File: config.mk
export PLATFORM = sky130hd
export DESIGN_NAME = fifo_wr_ctrl
export DESIGN_NICKNAME = d
export VERILOG_FILES = /design/src/rtl/fifo_pkg.sv /design/src/rtl/fifo_wr_ctrl_gray2bin.sv /design/src/rtl/fifo_wr_ctrl.sv
export SDC_FILE = /design/constraint.sdc
export NUM_CORES = 1
export LEC_CHECK = 0
export CAP_MARGIN = 10
export CORE_UTILIZATION = 50
export DETAILED_ROUTE_END_ITERATION = 8
export GPL_TIMING_DRIVEN = 0
export PLACE_DENSITY = 0.87
export SYNTH_ARGS = -nofsm -noshare
export SYNTH_HDL_FRONTEND = slang
export SYNTH_HIERARCHICAL = 1
export SYNTH_SLANG_ARGS = --single-unit
File: constraint.sdc
create_clock -name wr_clk -period 7.5 [get_ports wr_clk]
set_clock_uncertainty 0.2 [all_clocks]
set_input_delay 1.5 -clock wr_clk [delete_from_list [all_inputs] [get_ports wr_clk]]
set_output_delay 1.5 -clock wr_clk [all_outputs]
set_load 0.03 [all_outputs]
File: src/rtl/fifo_pkg.sv
// Shared definitions for the asynchronous FIFO write and read control blocks.
// Provides the default address width, the derived pointer width and the
// binary/Gray conversion helpers.
//
// The helpers work on a 32-bit word. Callers zero-extend their pointer into
// the word and truncate the result back to pointer width. Zero extension does
// not change either conversion, so one function covers every pointer width.
package fifo_pkg;

    localparam int FIFO_ADDR_WIDTH = 10;
    localparam int FIFO_PTR_WIDTH  = FIFO_ADDR_WIDTH + 1;
    localparam int FIFO_FUNC_WIDTH = 32;

    typedef logic [FIFO_FUNC_WIDTH-1:0] fifo_word_t;

    function automatic fifo_word_t bin2gray(input fifo_word_t bin);
        return bin ^ (bin >> 1);
    endfunction

    // Each binary bit is the XOR of all Gray bits at and above its position.
    function automatic fifo_word_t gray2bin(input fifo_word_t gray);
        fifo_word_t bin;
        bin = '0;
        for (int i = 0; i < FIFO_FUNC_WIDTH; i++) begin
            bin[i] = ^(gray >> i);
        end
        return bin;
    endfunction

endpackage

File: src/rtl/fifo_wr_ctrl_gray2bin.sv
// Combinational Gray-to-binary converter with a parameterised width.
// Ports:
//   gray : Gray-coded input value
//   bin  : binary equivalent of gray
module gray2bin #(
    parameter int WIDTH = 4
) (
    input  logic [WIDTH-1:0] gray,
    output logic [WIDTH-1:0] bin
);

    // Each output bit is computed directly from the Gray input rather than
    // from the neighbouring output bit. This avoids a chain of dependencies
    // inside the output vector.
    always_comb begin
        bin = '0;
        for (int i = 0; i < WIDTH; i++) begin
            bin[i] = ^(gray >> i);
        end
    end

endmodule

File: src/rtl/fifo_wr_ctrl.sv
// Write-side control for the asynchronous FIFO, running in the write clock
// domain. This block:
//   - owns the binary write pointer;
//   - drives the write port of the dual-port RAM;
//   - publishes a registered Gray write pointer for the read domain;
//   - derives full, almost_full, fill level and a sticky overflow flag from
//     the read pointer, which arrives already synchronised into this domain.
// Ports:
//   wr_clk      : write-domain clock (rising edge)
//   rst_n       : synchronous active-low reset
//   wr_en       : write request from the producer
//   rptr_sync   : Gray read pointer, synchronised into wr_clk
//   wptr_gray   : registered Gray write pointer, to the read-domain synchroniser
//   ram_waddr   : RAM write address (low bits of the binary write pointer)
//   ram_we      : RAM write enable (an accepted write this cycle)
//   full        : registered full flag
//   almost_full : registered flag, set when the fill level is >= AFULL_THRESH
//   wr_level    : registered fill level, 0..2**ADDR_WIDTH
//   overflow    : sticky flag, set when a write is attempted while full
module fifo_wr_ctrl
    import fifo_pkg::*;
#(
    parameter int ADDR_WIDTH   = FIFO_ADDR_WIDTH,
    parameter int AFULL_THRESH = 2**ADDR_WIDTH - 4
) (
    input  logic                  wr_clk,
    input  logic                  rst_n,
    input  logic                  wr_en,
    input  logic [ADDR_WIDTH:0]   rptr_sync,
    output logic [ADDR_WIDTH:0]   wptr_gray,
    output logic [ADDR_WIDTH-1:0] ram_waddr,
    output logic                  ram_we,
    output logic                  full,
    output logic                  almost_full,
    output logic [ADDR_WIDTH:0]   wr_level,
    output logic                  overflow
);

    localparam int PW = ADDR_WIDTH + 1;
    localparam logic [PW-1:0] AFULL_LVL = PW'(AFULL_THRESH);

    logic [PW-1:0] wbin;
    logic [PW-1:0] wbin_next;
    logic [PW-1:0] wgray_next;
    logic [PW-1:0] rbin;
    logic [PW-1:0] rgray_full;
    logic [PW-1:0] level_next;
    logic          accept;

    gray2bin #(.WIDTH(PW)) u_rptr_g2b (
        .gray (rptr_sync),
        .bin  (rbin)
    );

    // Gating with rst_n guarantees no RAM write while reset is held.
    assign accept    = rst_n & wr_en & ~full;
    assign ram_we    = accept;
    assign ram_waddr = wbin[ADDR_WIDTH-1:0];

    assign wbin_next  = wbin + PW'(accept);
    assign wgray_next = PW'(bin2gray(fifo_word_t'(wbin_next)));

    // In Gray code, the "full" write pointer equals the read pointer with its
    // top two bits inverted. That position is exactly one depth ahead of the
    // read pointer.
    assign rgray_full = {~rptr_sync[PW-1:PW-2], rptr_sync[PW-3:0]};
    assign level_next = wbin_next - rbin;

    always_ff @(posedge wr_clk) begin
        if (!rst_n) begin
            wbin        <= '0;
            wptr_gray   <= '0;
            full        <= 1'b0;
            almost_full <= 1'b0;
            wr_level    <= '0;
            overflow    <= 1'b0;
        end else begin
            wbin        <= wbin_next;
            wptr_gray   <= wgray_next;
            full        <= (wgray_next == rgray_full);
            almost_full <= (level_next >= AFULL_LVL);
            wr_level    <= level_next;
            overflow    <= overflow | (wr_en & full);
        end
    end

endmodule
### Word level (Yosys, flattened, before mapping)

Cells that the tools add are included.

| operators by class | value |
|---|---|
| div/mod/pow operators | 0 |
| mux-type cells | 0 |
| bitwise gates (word level) | 7 |
| $lt $le $gt $ge | 1 |
| add/sub/neg operators | 2 |
| eq/ne operators | 1 |
| multiply operators | 0 |
| reductions and logical operators | 11 |
| shift operators | 0 |

Operators by type and width:

| kind | number |
|---|---|
| XOR reduction 11 bit | 11 |
| adder 11 x 1 -> 11 bit | 1 |
| == test 11 bit | 1 |
| >= comparator 11 x 10 -> 1 bit (second input constant) | 1 |
| subtractor 11 bit | 1 |
| XOR 11 x 10 -> 11 bit | 1 |
| AND 1 bit | 3 |
| NOT 2 bit | 1 |
| NOT 1 bit | 1 |
| bitwise OR 1 bit | 1 |

| word-level totals | value |
|---|---|
| logic and storage cells | 28 |
| memory bits (read-only) | 0 |
| memories | 0 |
| output and inout port bits | 36 |
| bits in latches | 0 |
| bits in writable memories | 0 |
| flip-flop bits (word level) | 36 |

### Logic depth before layout (Yosys ltp)

Gate-level depths: netlist of run 1.

| depth | value |
|---|---|
| depth in word-level cells | 5 |
| mapped depth | 16 |

### Cells and area by module

The synthesis of run 1 kept the hierarchy.

Modules (own cells, without submodules):

| module | cells each | area each (µm²) | times used | seq. area each (µm²) |
|---|---|---|---|---|
| fifo_wr_ctrl | 241 | 2190.9 | 1 | 700.7 |
| gray2bin | 17 | 200.2 | 1 | 0.0 |

### Worst setup path before layout of run 1

No wires, ideal clock.

| timing path | value |
|---|---|
| kind | in2reg |
| from | input rst_n |
| to | register almost_full |
| slack | 2.534 ns |
| data arrival time | 4.650 ns |
| setup time | 0.116 ns |
| required time | 7.184 ns |
| path buffers | 2 |
| cell stages on the path | 14 |
| cells stage by stage | clkbuf_1 -> nand2_1 -> nor2_1 -> ha_1 -> ha_1 -> buf_2 -> xor2_1 -> ha_1 -> a211oi_1 -> o21ai_0 -> a41oi_1 -> xnor2_1 -> and2_1 -> a41o_1 |

| on the way | value |
|---|---|
| word-level cells in the longest chain between the ends | 5 |

RTL lines:

| item | RTL line | source |
|---|---|---|
| from (decl) | fifo_wr_ctrl.sv:27 | `input logic rst_n,` |
| AND 1 bit (2 in a row) | fifo_wr_ctrl.sv:56 | `assign accept = rst_n & wr_en & ~full;` |
| named net ram_we | fifo_wr_ctrl.sv:32 | `output logic ram_we,` |
| adder 11 x 1 -> 11 bit | fifo_wr_ctrl.sv:60 | `assign wbin_next = wbin + PW'(accept);` |
| named net wbin_next[2] | fifo_wr_ctrl.sv:43 | `logic [PW-1:0] wbin_next;` |
| subtractor 11 bit | fifo_wr_ctrl.sv:67 | `assign level_next = wbin_next - rbin;` |
| >= comparator 11 x 10 -> 1 bit | fifo_wr_ctrl.sv:81 | `almost_full <= (level_next >= AFULL_LVL);` |
| to (signal assigned) | fifo_wr_ctrl.sv:81 |  |
| to (decl) | fifo_wr_ctrl.sv:34 | `output logic almost_full,` |

The timed path passes the listed nets, and every way through them passes these cells.
A chain may end at the register's enable or synchronous reset.

### Worst setup path in the final report of run 1

| timing path | value |
|---|---|
| from | input rst_n |
| to | register almost_full |

| on the way | value |
|---|---|
| word-level cells in the longest chain between the ends | 5 |

RTL lines:

| item | RTL line |
|---|---|
| AND 1 bit (2 in a row) | fifo_wr_ctrl.sv:56 |
| adder 11 x 1 -> 11 bit | fifo_wr_ctrl.sv:60 |
| named net wbin_next[2] | fifo_wr_ctrl.sv:43 |
| subtractor 11 bit | fifo_wr_ctrl.sv:67 |
| >= comparator 11 x 10 -> 1 bit | fifo_wr_ctrl.sv:81 |

The timed path passes the listed nets, and every way through them passes these cells.

==> impl_metrics.toml, run 1 <==
[status]
status = "finished with violations"
violations = "DRC"

[power_and_ir_drop]
share_comb_of_total_power = 0.414
power_density_nw_per_um2 = 194
p_int_uw = 386
cellLeakagePower_uw = 0.00140
vdd_drop_max_v = 0.000115
p_sw_uw = 203
pwr-share-clk = 0.234
switching_share = 0.345
seq_power_share = 0.352

[cells_and_area]
final_cell_mix = "clkdlybuf4s50_1 (49), dfxtp_1 (35), xnor2_1 (22)"
drive_gt1_frac = 0.0732
mostFrequentLayoutCell = "clkdlybuf4s50_1"
multi_input_area_um2 = 1570
fin_util = 0.678
fin_nets = 341
fillCellCount = 379
area_delta_synth_final_pct = 26.9
antenna_cells = 0
regArea_um2 = 701

[die]
die_y_um = 71.2
io_pins = 50
rows = 24
initial_core_util = 0.534
fp.dieW_um = 71.2
core_um2 = 4470
die-area_um2 = 5060

[global_routing]
grt_max_degree = 11
antenna_found_initial = 0
grt_pass1_vias = 1943
grt_overflow_total = 0
gr-usage-all-layers = 0.228
grt_pass1_wl_mm = 8.93

[setup_path]
reg2reg_to = "almost_full"
critical_path_arrival_ns = 5.70
critical_path.max_fanout = 10
critPathKind = "in -> reg"
r2r_cells = 12
rrSetupSlack_ns = 3.83
timing.rr.start = "full"
worstPathRequired_ns = 7.53
cp-start-kind = "primary input"
endpoint_kind = "register"

[sta]
timing.final.crit_share = 0.755
finalMaxSlewViolations = 0
finalCriticalPeriod_ns = 5.67
rsz0062_at_grt = "no"
worstMarginPinSlew_ns = 0.516
setup_viol = 0
max_freq_mhz = 177
slew_headroom = 0.656
timing.setup.tns_ns = 0
final-hold-violation-count = 0

[cts]
numCtsBuffers = 5
cts_setup_buffers = 0
cts_max_level = 2
cts_tree = "built"
cts_repair_resize_count = 0
cts.sinks = 35
cts_root_buf = "clkbuf_8"
clk_pin_slew_ns = 0.07
clockBufferDepth = 2
clock_latency_ns = 0.29
cts_hold_buf = 0

[synthesis]
syn_nets = 285
synth_warnings = 6
ys_seq_area_frac = 0.293
synth_edf_count = 0
ys.flop_type = "dfxtp_1"
ys_ff_latch = 35
async_flop_share = 0
netlist_instances = 258
syn_area_um2 = 2390
yosys.area.top_type = "dfxtp_1"
ys_top_cells_by_area = "dfxtp_1 (29%), xnor2_1 (8.1%), xor2_1 (7.7%), ha_1 (6.3%), and2_1 (5.2%)"
synth_area_per_cell_um2 = 9.27
netlist-cell-type-count = 59
yosys.area.top_type_share = 0.293

[min_path]
whs_path_depth = 2
min_from = "overflow"
hold_class = "reg -> reg"
hold_end = "overflow"

[route]
ant_nets = 0
drc_errors = 4
wl_per_cell_um = 14.7
drt_pre_antenna_iters = 8
routed_via_density = 5.47
num_vias = 2001
wl_mm = 5.37
drt_iter0_drc = 115

[flow_run]
drv_cap = 0

[placed_design]
dpl.hpwl_mm = 4.02
gp_congestion = 0.827
portBuffers = 49
critical path, cell delays in order:
cell and delay [ns]:
clkdlybuf4s50_1 0.62, clkbuf_1 0.39, nand2_1 0.09, nor2_1 0.15, ha_1 0.25, ha_1 0.31, buf_2 0.29, xor2_1 0.31
ha_1 0.36, a211oi_1 0.36, o21bai_1 0.12, a21oi_1 0.19, xnor2_1 0.15, nor4bb_1 0.39, a41o_1 0.22
cell usage after synthesis (2+ instances only):
cell type / count
nor3_1: 2
xnor3_1: 3
xor3_1: 3
nand2_1: 15
nand4_1: 2
a21o_1: 4
a211oi_1: 3
ha_1: 12
a21oi_1: 6
and2_1: 20
inv_1: 21
nand3_1: 8
o22ai_1: 2
dfxtp_1: 35
o21ai_0: 6
nor4_1: 4
buf_4: 2
buf_2: 3
clkbuf_1: 3
nor2_1: 8
xnor2_1: 22
and3_1: 4
xor2_1: 21
nor2b_1: 11
a21boi_0: 4
per-layer routing:
metal  vias to the layer above  GRT usage  share of wire
met5                         -          0              0
met4                         0     0.0844          0.022
met3                        13     0.0484          0.043
met2                        57      0.367           0.47
met1                       944      0.302           0.47
li1                        987          -              -
worst max path at each step:
stage               slack [ns]  startpoint  cells after the start          end
finish                    1.83       rst_n                     15  almost_full
global route              1.45       rst_n                     15  almost_full
global placement          1.70       rst_n                     15  almost_full
CTS                       1.90       rst_n                     15  almost_full
floorplan                 2.53       rst_n                     14  almost_full
detailed placement        1.63       rst_n                     15  almost_full
logic make-up (layout without fill, tap and decap cells):
family	Yosys count	in the layout	synth area share
AND/OR/NAND/NOR	87	87	0.219
XOR/XNOR	52	52	0.239
AO/OA/AOI/OAI	40	40	0.121
flip-flops	35	35	0.293
buffers and inverters	30	86	0.0523
adder cells (fa/ha/maj)	13	13	0.0712
multiplexers	1	1	0.00419
power groups by stage:
| stage | registers, uW | clock network [uW] | logic [uW] |
|---|---|---|---|
| 2_1_floorplan | 248 | 0 | 135 |
| 3_3_place_gp | 211 | 0 | 235 |
| 3_5_place_dp | 212 | 0 | 240 |
| 4_1_cts | 208 | 140 | 243 |
| 5_1_grt | 209 | 148 | 267 |
| 6_report | 208 | 138 | 244 |
final cells by class:
| type | instances | area share |
|---|---|---|
| clock buffers | 6 | 0.0272 |
| flip-flops and latches | 35 | 0.231 |
| inverters | 21 | 0.0260 |
| plain buffers | 9 | 0.0153 |
| repair buffers | 49 | 0.162 |
| well taps | 52 | 0.0214 |
| clock inverters | 1 | 0.00165 |
| multi-input cells | 193 | 0.516 |
per-stage QoR:
| stage | area (um2) | setup WS [ns] | hold slack [ns] | power [uW] | instances |
|---|---|---|---|---|---|
| floorplan | 2390 | 2.53 | 0.428 | 383 | 258 |
| global placement | 2950 | 1.70 | 0.274 | 446 | 359 |
| detailed placement | 2950 | 1.63 | 0.278 | 452 | 359 |
| CTS | 3030 | 1.90 | 0.295 | 591 | 366 |
| global route | 3030 | 1.45 | 0.331 | 624 | 366 |
| finish | 3030 | 1.83 | 0.288 | 590 | 366 |
sequential cells by signal, summed over array words and instances (netlist names):
| name | flops |
|---|---|
| full | 1 |
| wr_level | 11 |
| overflow | 1 |
| wbin | 10 |
| wptr_gray | 11 |
| almost_full | 1 |
Power figures use the tool's default switching activity.
==> inputs of run 2 (changes only) <==
Settings changed: CORE_UTILIZATION 50 to 46, PLACE_DENSITY 0.87 to 0.85.
Clock period 7.5 ns to 4.9 ns, I/O delays scaled along.
==> run 2 against run 1 <==
  * The run now ends clean
  * Clock power grew 46%
  * Die area grew 8.4%
  * Sequential cell count is the same
  * Power grew 52%
  * Hold slack gained 0.0020 ns
  * Combinational power grew 55%
==> impl_metrics.toml, run 2 (same netlist as run 1, synthesis figures left out) <==
[min_path]
hold_class = "reg -> reg"

[route]
drt_pre_antenna_iters = 5
ant_nets = 0
wl_per_cell_um = 13.7
drc_errors = 0
num_vias = 1932
routed_via_density = 5.06
wl_mm = 5.24
drt_iter0_drc = 112

[setup_path]
critPathKind = "in -> reg"
path_common_cell = "xnor2_1"
endpoint_kind = "register"
critPathSlowestCell = "clkdlybuf4s50_1"
critical_path.max_fanout = 4
critical_path_arrival_ns = 4.54
cp-start-kind = "primary input"
worstPathRequired_ns = 4.94
cp_cell_sequence = "clkdlybuf4s50_1 > xor3_1 > xnor3_2 > xnor2_1 > ha_1 > inv_1 > fa_1 > a211oi_2 > o21bai_1 > a21oi_1 > xnor2_1 > nor4bb_2 > a41o_1"
max_stage_delay_ns = 0.55

[power_and_ir_drop]
vdd_drop_max_v = 0.000180
power_density_nw_per_um2 = 289
total_power_uw = 897
cellLeakagePower_uw = 0.00141

[die]
rows = 25
die-area_um2 = 5490
core_um2 = 4850
die_y_um = 74.1
initial_core_util = 0.493
fp.dieW_um = 74.1
io_pins = 50

[placed_design]
dp_worst_setup_slack_ns = -0.429
dpl.hpwl_mm = 3.89
portBuffers = 49
gp_congestion = 0.852

[sta]
final-hold-violation-count = 0
setup_ws_ns = 0.395
max_freq_mhz = 222
finalMaxSlewViolations = 0
timing.setup.tns_ns = 0
rsz0062_at_grt = "no"
slew_headroom = 0.679
finalCriticalPeriod_ns = 4.50
setup_viol = 0
worstMarginPinSlew_ns = 0.482
timing.final.crit_share = 0.919

[cells_and_area]
area_delta_synth_final_pct = 29.7
final_cell_mix = "clkdlybuf4s50_1 (48), dfxtp_1 (35), xnor2_1 (22)"
fin_nets = 341
fin_util = 0.640
mostFrequentLayoutCell = "clkdlybuf4s50_1"
largestRegisters = "wptr_gray: 11 flops, wr_level: 11 flops, wbin: 10 flops"
drive_gt1_frac = 0.0952
antenna_cells = 0

[cts]
clk_pin_slew_ns = 0.07
cts_max_level = 2
cts_hold_buf = 0
cts.sinks = 35
cts_root_buf = "clkbuf_8"
clock_latency_ns = 0.29
clockBufferDepth = 2
cts_tree = "built"
numCtsBuffers = 5
cts_setup_buffers = 0

[global_routing]
grt_pass1_vias = 1741
gr-usage-all-layers = 0.198
grt_max_degree = 11
grt_pass1_wl_mm = 8.07
grt_overflow_total = 0
antenna_found_initial = 0

[status]
status = "complete, no violations"

[flow_run]
drv_cap = 0
==> run 2: per-stage QoR <==
stage          hold WS [ns]  cell area, um2  cells
2_1_floorplan         0.428            2390    258
3_3_place_gp          0.273            2970    374
4_1_cts               0.295            3060    382
6_report              0.290            3100    382
3_5_place_dp          0.277            2970    374
5_1_grt               0.338            3100    382
==> run 2: critical path, delay by kind of cell <==
kind            cells  cell delay, ns
compound gates      4            0.74
fa+ha+maj           2            0.63
buf+inv             2            0.60
simple gates        1            0.33
xor+xnor            4            1.25
==> run 2: report_power, final <==
group | internal [uW] | total (uW) | leakage (uW) | switching, uW
Clock | 99.6 | 201 | 0.0000422 | 101
Sequential | 311 | 317 | 0.000286 | 6.18
Combinational | 175 | 379 | 0.00108 | 204
==> run 2: final cells by class <==
| cell class | count | area [um2] |
|---|---|---|
| Fill cell | 413 | 1750 |
| Multi-Input combinational cell | 193 | 1610 |
| Sequential cell | 35 | 701 |
| Timing Repair Buffer | 49 | 493 |
| Tap cell | 67 | 83.8 |
| Inverter | 21 | 78.8 |
| Clock buffer | 7 | 76.3 |
| Buffer | 9 | 50.0 |
| Clock inverter | 1 | 5.00 |
==> run 2: metal layers <==
metal | GRT usage | share of wire
met1 | 0.261 | 0.49
met2 | 0.321 | 0.46
met3 | 0.0461 | 0.042
met4 | 0.0641 | 0.013
met5 | 0 | 0
==> run 2: final timing paths <==
kind / to / cells after the start / from / slack, ns
setup / recovery: almost_full / 13 / rptr_sync[4] / 0.40
hold reg to reg: overflow / 2 / overflow / 0.29
hold / removal: overflow / 2 / overflow / 0.29
setup reg to reg: almost_full / 12 / full / 1.48
==> run 2: repair_timing <==
action	CTS	global route
resized for setup	2	8
setup endpoints to repair	2	3
pin swaps	0	0
==> inputs of run 3 (changes only) <==
Settings changed: CORE_UTILIZATION 46 to 50, PLACE_DENSITY 0.85 to 0.87.
Clock period 4.9 ns to 5.71 ns, I/O delays scaled along.
==> results of run 3 <==
Same layout as run 1 (identical final DEF). Status: finished with violations: DRC.
Among the figures that moved: setup slack after placement 1.63 ns -> 0.195 ns; setup slack after layout 1.83 ns -> 0.403 ns; register-to-register setup slack 3.83 ns -> 2.04 ns; total power 590 uW -> 775 uW; worst IR drop on VDD 0.000115 V -> 0.000151 V
